==> config.mk <==
export PLATFORM = sky130hd
export DESIGN_NAME = fft_peak_detect
export DESIGN_NICKNAME = d
export VERILOG_FILES = /design/src/rtl/fft_peak_detect.sv
export SDC_FILE = /design/constraint.sdc
export NUM_CORES = 2
export LEC_CHECK = 0
export ABC_AREA = 1
export ABC_CLOCK_PERIOD_IN_PS = 2600
export BUFFER_PORTS_ARGS = -buffer_cell sky130_fd_sc_hd__buf_2
export CORE_ASPECT_RATIO = 1.2
export CORE_MARGIN = 8
export CORE_UTILIZATION = 50
export CTS_BUF_LIST = sky130_fd_sc_hd__clkbuf_8
export DETAILED_ROUTE_END_ITERATION = 6
export HOLD_SLACK_MARGIN = 0.15
export PLACE_DENSITY = 0.67
export SLEW_MARGIN = 20
export SYNTH_ARGS = -nofsm -noshare
export SYNTH_HDL_FRONTEND = slang
export SYNTH_SLANG_ARGS = --single-unit
==> constraint.sdc <==
create_clock -name aclk -period 2.6 [get_ports aclk]
set_input_delay 0.13 -clock aclk [delete_from_list [all_inputs] [get_ports aclk]]
set_output_delay 0.13 -clock aclk [all_outputs]
set_load 0.05 [all_outputs]
==> src/rtl/fft_peak_detect.sv <==
// FFT bin power stage: streams re^2+im^2 and reports the per-frame peak bin.
// Define PEAK_DETECT_DC_SKIP_EN to exclude bin 0 from the peak search.
module fft_peak_detect #(
    parameter int DATA_WIDTH = 32,
    parameter int NFFT_LOG2  = 13
) (
    input  logic                  aclk,
    input  logic                  aresetn,
    input  logic [DATA_WIDTH-1:0] s_axis_tdata,
    input  logic                  s_axis_tvalid,
    input  logic                  s_axis_tlast,
    output logic                  s_axis_tready,
    output logic [DATA_WIDTH-1:0] m_axis_tdata,
    output logic                  m_axis_tvalid,
    output logic                  m_axis_tlast,
    input  logic                  m_axis_tready,
    output logic                  peak_valid,
    output logic [NFFT_LOG2-1:0]  peak_index,
    output logic [DATA_WIDTH-1:0] peak_power,
    output logic [15:0]           frame_count,
    output logic                  err_tlast_early,
    output logic                  err_tlast_missing
);

    localparam int W = DATA_WIDTH;
    localparam int H = DATA_WIDTH / 2;
    localparam logic [NFFT_LOG2-1:0] BIN_MAX = '1;

    typedef enum logic {
        ST_FIRST,
        ST_ACCUM
    } state_t;

    state_t r_state;
    state_t w_state_nxt;

    logic                 r_rdy_en;
    logic                 w_advance;
    logic                 w_accept;
    logic                 w_hs;
    logic                 w_bin_max;
    logic                 w_frame_end;
    logic                 w_peak_done;
    logic [NFFT_LOG2-1:0] r_bin;

    logic signed [H-1:0] w_re;
    logic signed [H-1:0] w_im;
    logic signed [W-2:0] w_re_x;
    logic signed [W-2:0] w_im_x;
    logic signed [W-2:0] w_re_sq;
    logic signed [W-2:0] w_im_sq;

    logic                 r_s1_valid;
    logic                 r_s1_last;
    logic                 r_s1_end;
    logic [W-2:0]         r_s1_re2;
    logic [W-2:0]         r_s1_im2;
    logic [NFFT_LOG2-1:0] r_s1_idx;
    logic                 r_s2_end;
    logic [NFFT_LOG2-1:0] r_s2_idx;

    logic [W-1:0]         r_max;
    logic [NFFT_LOG2-1:0] r_max_idx;
    logic [W-1:0]         w_max_nxt;
    logic [NFFT_LOG2-1:0] w_idx_nxt;

    assign w_advance     = m_axis_tready | ~m_axis_tvalid;
    assign s_axis_tready = r_rdy_en & w_advance;
    assign w_accept      = s_axis_tvalid & s_axis_tready;
    assign w_hs          = m_axis_tvalid & m_axis_tready;
    assign w_bin_max     = (r_bin == BIN_MAX);
    assign w_frame_end   = s_axis_tlast | w_bin_max;
    assign w_peak_done   = w_hs & r_s2_end;

    // Squares of H-bit signed values fit in W-1 bits when read unsigned.
    assign w_re    = s_axis_tdata[H-1:0];
    assign w_im    = s_axis_tdata[W-1:H];
    assign w_re_x  = {{(H-1){w_re[H-1]}}, w_re};
    assign w_im_x  = {{(H-1){w_im[H-1]}}, w_im};
    assign w_re_sq = w_re_x * w_re_x;
    assign w_im_sq = w_im_x * w_im_x;

    always_ff @(posedge aclk or negedge aresetn) begin
        if (!aresetn) begin
            r_rdy_en <= 1'b0;
        end else begin
            r_rdy_en <= 1'b1;
        end
    end

    always_ff @(posedge aclk or negedge aresetn) begin
        if (!aresetn) begin
            r_bin             <= '0;
            err_tlast_early   <= 1'b0;
            err_tlast_missing <= 1'b0;
        end else begin
            err_tlast_early   <= w_accept & s_axis_tlast & ~w_bin_max;
            err_tlast_missing <= w_accept & w_bin_max & ~s_axis_tlast;
            if (w_accept) begin
                r_bin <= w_frame_end ? '0 : r_bin + NFFT_LOG2'(1);
            end
        end
    end

    always_ff @(posedge aclk or negedge aresetn) begin
        if (!aresetn) begin
            r_s1_valid    <= 1'b0;
            r_s1_last     <= 1'b0;
            r_s1_end      <= 1'b0;
            r_s1_re2      <= '0;
            r_s1_im2      <= '0;
            r_s1_idx      <= '0;
            m_axis_tvalid <= 1'b0;
            m_axis_tdata  <= '0;
            m_axis_tlast  <= 1'b0;
            r_s2_end      <= 1'b0;
            r_s2_idx      <= '0;
        end else if (w_advance) begin
            r_s1_valid    <= w_accept;
            m_axis_tvalid <= r_s1_valid;
            if (w_accept) begin
                r_s1_re2  <= w_re_sq;
                r_s1_im2  <= w_im_sq;
                r_s1_last <= s_axis_tlast;
                r_s1_end  <= w_frame_end;
                r_s1_idx  <= r_bin;
            end
            if (r_s1_valid) begin
                m_axis_tdata <= {1'b0, r_s1_re2} + {1'b0, r_s1_im2};
                m_axis_tlast <= r_s1_last;
                r_s2_end     <= r_s1_end;
                r_s2_idx     <= r_s1_idx;
            end
        end
    end

    always_comb begin
        w_state_nxt = r_state;
        w_max_nxt   = r_max;
        w_idx_nxt   = r_max_idx;
        if (w_hs) begin
            unique case (r_state)
                ST_FIRST: begin
                    w_max_nxt = m_axis_tdata;
                    w_idx_nxt = r_s2_idx;
`ifdef PEAK_DETECT_DC_SKIP_EN
                    if (r_s2_idx == '0) begin
                        w_max_nxt = '0;
                        w_idx_nxt = '0;
                    end
`endif
                    w_state_nxt = r_s2_end ? ST_FIRST : ST_ACCUM;
                end
                ST_ACCUM: begin
                    // Strict compare so ties keep the earliest bin.
                    if (m_axis_tdata > r_max) begin
                        w_max_nxt = m_axis_tdata;
                        w_idx_nxt = r_s2_idx;
                    end
                    w_state_nxt = r_s2_end ? ST_FIRST : ST_ACCUM;
                end
                default: w_state_nxt = ST_FIRST;
            endcase
        end
    end

    always_ff @(posedge aclk or negedge aresetn) begin
        if (!aresetn) begin
            r_state     <= ST_FIRST;
            r_max       <= '0;
            r_max_idx   <= '0;
            peak_valid  <= 1'b0;
            peak_index  <= '0;
            peak_power  <= '0;
            frame_count <= '0;
        end else begin
            r_state    <= w_state_nxt;
            peak_valid <= w_peak_done;
            if (w_hs) begin
                r_max     <= w_max_nxt;
                r_max_idx <= w_idx_nxt;
            end
            if (w_peak_done) begin
                peak_index  <= w_idx_nxt;
                peak_power  <= w_max_nxt;
                frame_count <= frame_count + 16'd1;
            end
        end
    end

endmodule

==> reports/results.tsv <==
metric	value	unit
status	finished with violations	
violated checks	negative setup slack	
DP Wirelength	63420	microns
TritonCTS Buffers	40	
vias in the first global route	27460	
Worst slew margin	38.54	%
final count of hold timing violations	0	
row count	99	
Top FF cell, synth	dfrtp_1	
Clock Path Buffers	3	
Clk pin slew, worst setup/hold paths	0.06	ns
Tmin final	4.660	ns
R2R cell count	10	
die height	287.3	microns
CTS sink cnt	248	
post-synth top area cell	fa_1	
Root Buffer	clkbuf_8	
Cells after Synth	3755	
most instantiated cells after synthesis	inv_1 (950), nand2_1 (814), fa_1 (458), dfrtp_1 (248), ha_1 (234)	
wire per inst	15.47	microns
Synth async-reset ratio	100.0	%
die area	69550	sq um
first-pass GRT wire length	133500	microns
# port buffers	135	
r2r startpoint	r_s1_im2[5]	
Worst Max-Slew Pin Slew	0.9189	ns
Iter 0 DRT Violations	1100	
Worst Hold Endpoint	err_tlast_missing	
Worst Path Required	3.04	ns
Most common cell on crit path	fa_1	
CTS tree	done	
Starting Density	50.53	%
Seq/Total Area, Yosys	20.24	%
core box area	60700	sq um
CP peak stage delay	0.54	ns
layout cell share with drive strength beyond 1	29.44	%
Final Max Tran Viols	0	
Vias/cell	4.929	
NumNets Final	5045	
GRT Total Usage	23.10	%
CTS H-tree lvls	2	
worst reg2reg setup slack	0.18	ns
IO Count	136	
net count of the mapped netlist	4484	
pin count of the biggest net entering global routing	89	
Seq cells post-synth	248	
Fill cells	4873	
worst skew pair latency	0.57	ns
final instance area	40650	sq um
placed instance area	36300	sq um
initial antenna violation count	1	
Worst Path Max Fanout	6	
hold slack final	0.3974	ns
syn_area_per_cell	8.167	sq um
Place WS	-2.896	ns
crit start category	input port	
Final Cycle Share	179.2	%
Routed WL	79690	microns
worst min path class	input port to flip-flop	
P&R area growth vs syn	32.56	%
clock skew	0.02651	ns
drt drc	0	
Final WS setup	-2.060	ns
total iterations of the first detailed-routing run	5	
RR Endpoint	m_axis_tdata[25]	
Netlist cell types	57	
share of the synthesized area in the top cell type	29.90	%
largest cells by area after synthesis	fa_1 (30%), dfrtp_1 (20%), inv_1 (12%)	
hold path cells	3	
endpoint type of the worst setup path	flip-flop	
RSZ-0062 raised after global routing	yes	
Congestion Overflow GR	0	
Placer Congestion	0.9195	
maxcap violations	0	
DRT antenna net count	0	
Yosys warnings	0	
Arr. time, crit path	5.10	ns
Worst path slowest cell	fa_1	
via count	25400	
Syn Std Cell Area	30670	sq um
final setup fails	51	
number of synthesized flops with an enable pin	0	
Hold Path Origin	s_axis_tlast	
top-count cell post-synth	inv_1	
die width	242.1	microns
critical path class	input port to flip-flop	
Max Fclk	214.6	MHz
[worst max-delay path by stage]
stage / startpoint / endpoint / slack [ns]
2_1_floorplan: s_axis_tdata[19] / r_s1_im2[30] / -2.44
3_3_place_gp: s_axis_tdata[15] / r_s1_re2[22] / -2.87
3_5_place_dp: s_axis_tdata[9] / r_s1_re2[22] / -2.90
4_1_cts: s_axis_tdata[31] / r_s1_im2[30] / -2.00
5_1_grt: s_axis_tdata[31] / r_s1_im2[25] / -2.22
6_report: s_axis_tdata[31] / r_s1_im2[30] / -2.06
[state kept, by name (all words and copies together), names as in the netlist, 13 cells and up]
signal        cells
m_axis_tdata     32
peak_power       32
r_max            32
r_s1_im2         30
r_s1_re2         30
frame_count      16
peak_index       13
r_bin            13
r_max_idx        13
r_s1_idx         13
r_s2_idx         13
[through the flow]
step           std cells  utilization, %  setup TNS (ns)
3_3_place_gp        4987           59.81         -122.66
6_report            5153           66.98          -85.29
5_1_grt             5153           66.98          -92.78
3_5_place_dp        4987           59.81         -124.76
4_1_cts             5133           65.51          -83.36
2_1_floorplan       3755               -         -100.36
[per-layer routing]
layer / GRT usage [%] / vias to the layer above / share of wire, % / wire length (microns)
li1: - / 12370 / - / -
met1: 28.46 / 12440 / 41 / 32950
met2: 42.94 / 449 / 53 / 42170
met3: 2.472 / 133 / 3.3 / 2647
met4: 5.779 / 0 / 2.4 / 1925
met5: 0 / - / 0 / 0
[layout by cell type (no fill, tap or decap), drive strengths merged, types with 7 or more instances in the layout]
cell,instances
a21o,8
a21oi,123
and2,45
buf,619
clkbuf,51
dfrtp,248
dlygate4sd3,12
fa,458
ha,234
inv,963
nand2,819
nand3,210
nand3b,7
nand4,26
nor2,135
nor3,40
o21ai,147
o21bai,25
or2,34
xnor2,45
xor2,42
[worst max-delay path: cells and delay by family]
| kind | cells | cell delay (ns) |
|---|---|---|
| adders and majority gates | 7 | 3.30 |
| buffers and inverters | 9 | 0.86 |
| and+or+nand+nor | 9 | 0.79 |
[timing repair]
action	CTS	global route
hold buffers	12	0
gates cloned	5	0
setup endpoints to repair	51	52
hold endpoints to repair	274	0
buffers inserted	60	22
resized for setup	508	197
pin swaps	243	157
[kinds of logic (layout without fill, tap and decap cells)]
family / Yosys count / after routing / share of synthesized area, %
and+or+nand+nor: 1325 / 1325 / 18.56
buffers and inverters: 1068 / 1657 / 13.25
adders and majority gates: 692 / 692 / 39.44
AOI/OAI and AO/OA: 334 / 334 / 6.018
DFF: 248 / 248 / 20.24
xor gates and xnor gates: 87 / 87 / 2.485
other: 1 / 2 / 0.01223
[layout make-up]
cell class              count  area, sq um  area share (%)
repair buffers            632         5534           13.61
well taps                 808         1011           2.487
inverters                 955         3646           8.969
clock inverters            19        177.7          0.4370
multi-input cells        2439        23370           57.50
clock buffers              51        701.9           1.727
flip-flops and latches    248         6206           15.27
diodes                      1        2.502        0.006156
Power is left out: the tool's default activity adds up to more than one toggle a clock period on the data nets, which glitch-free logic cannot reach.
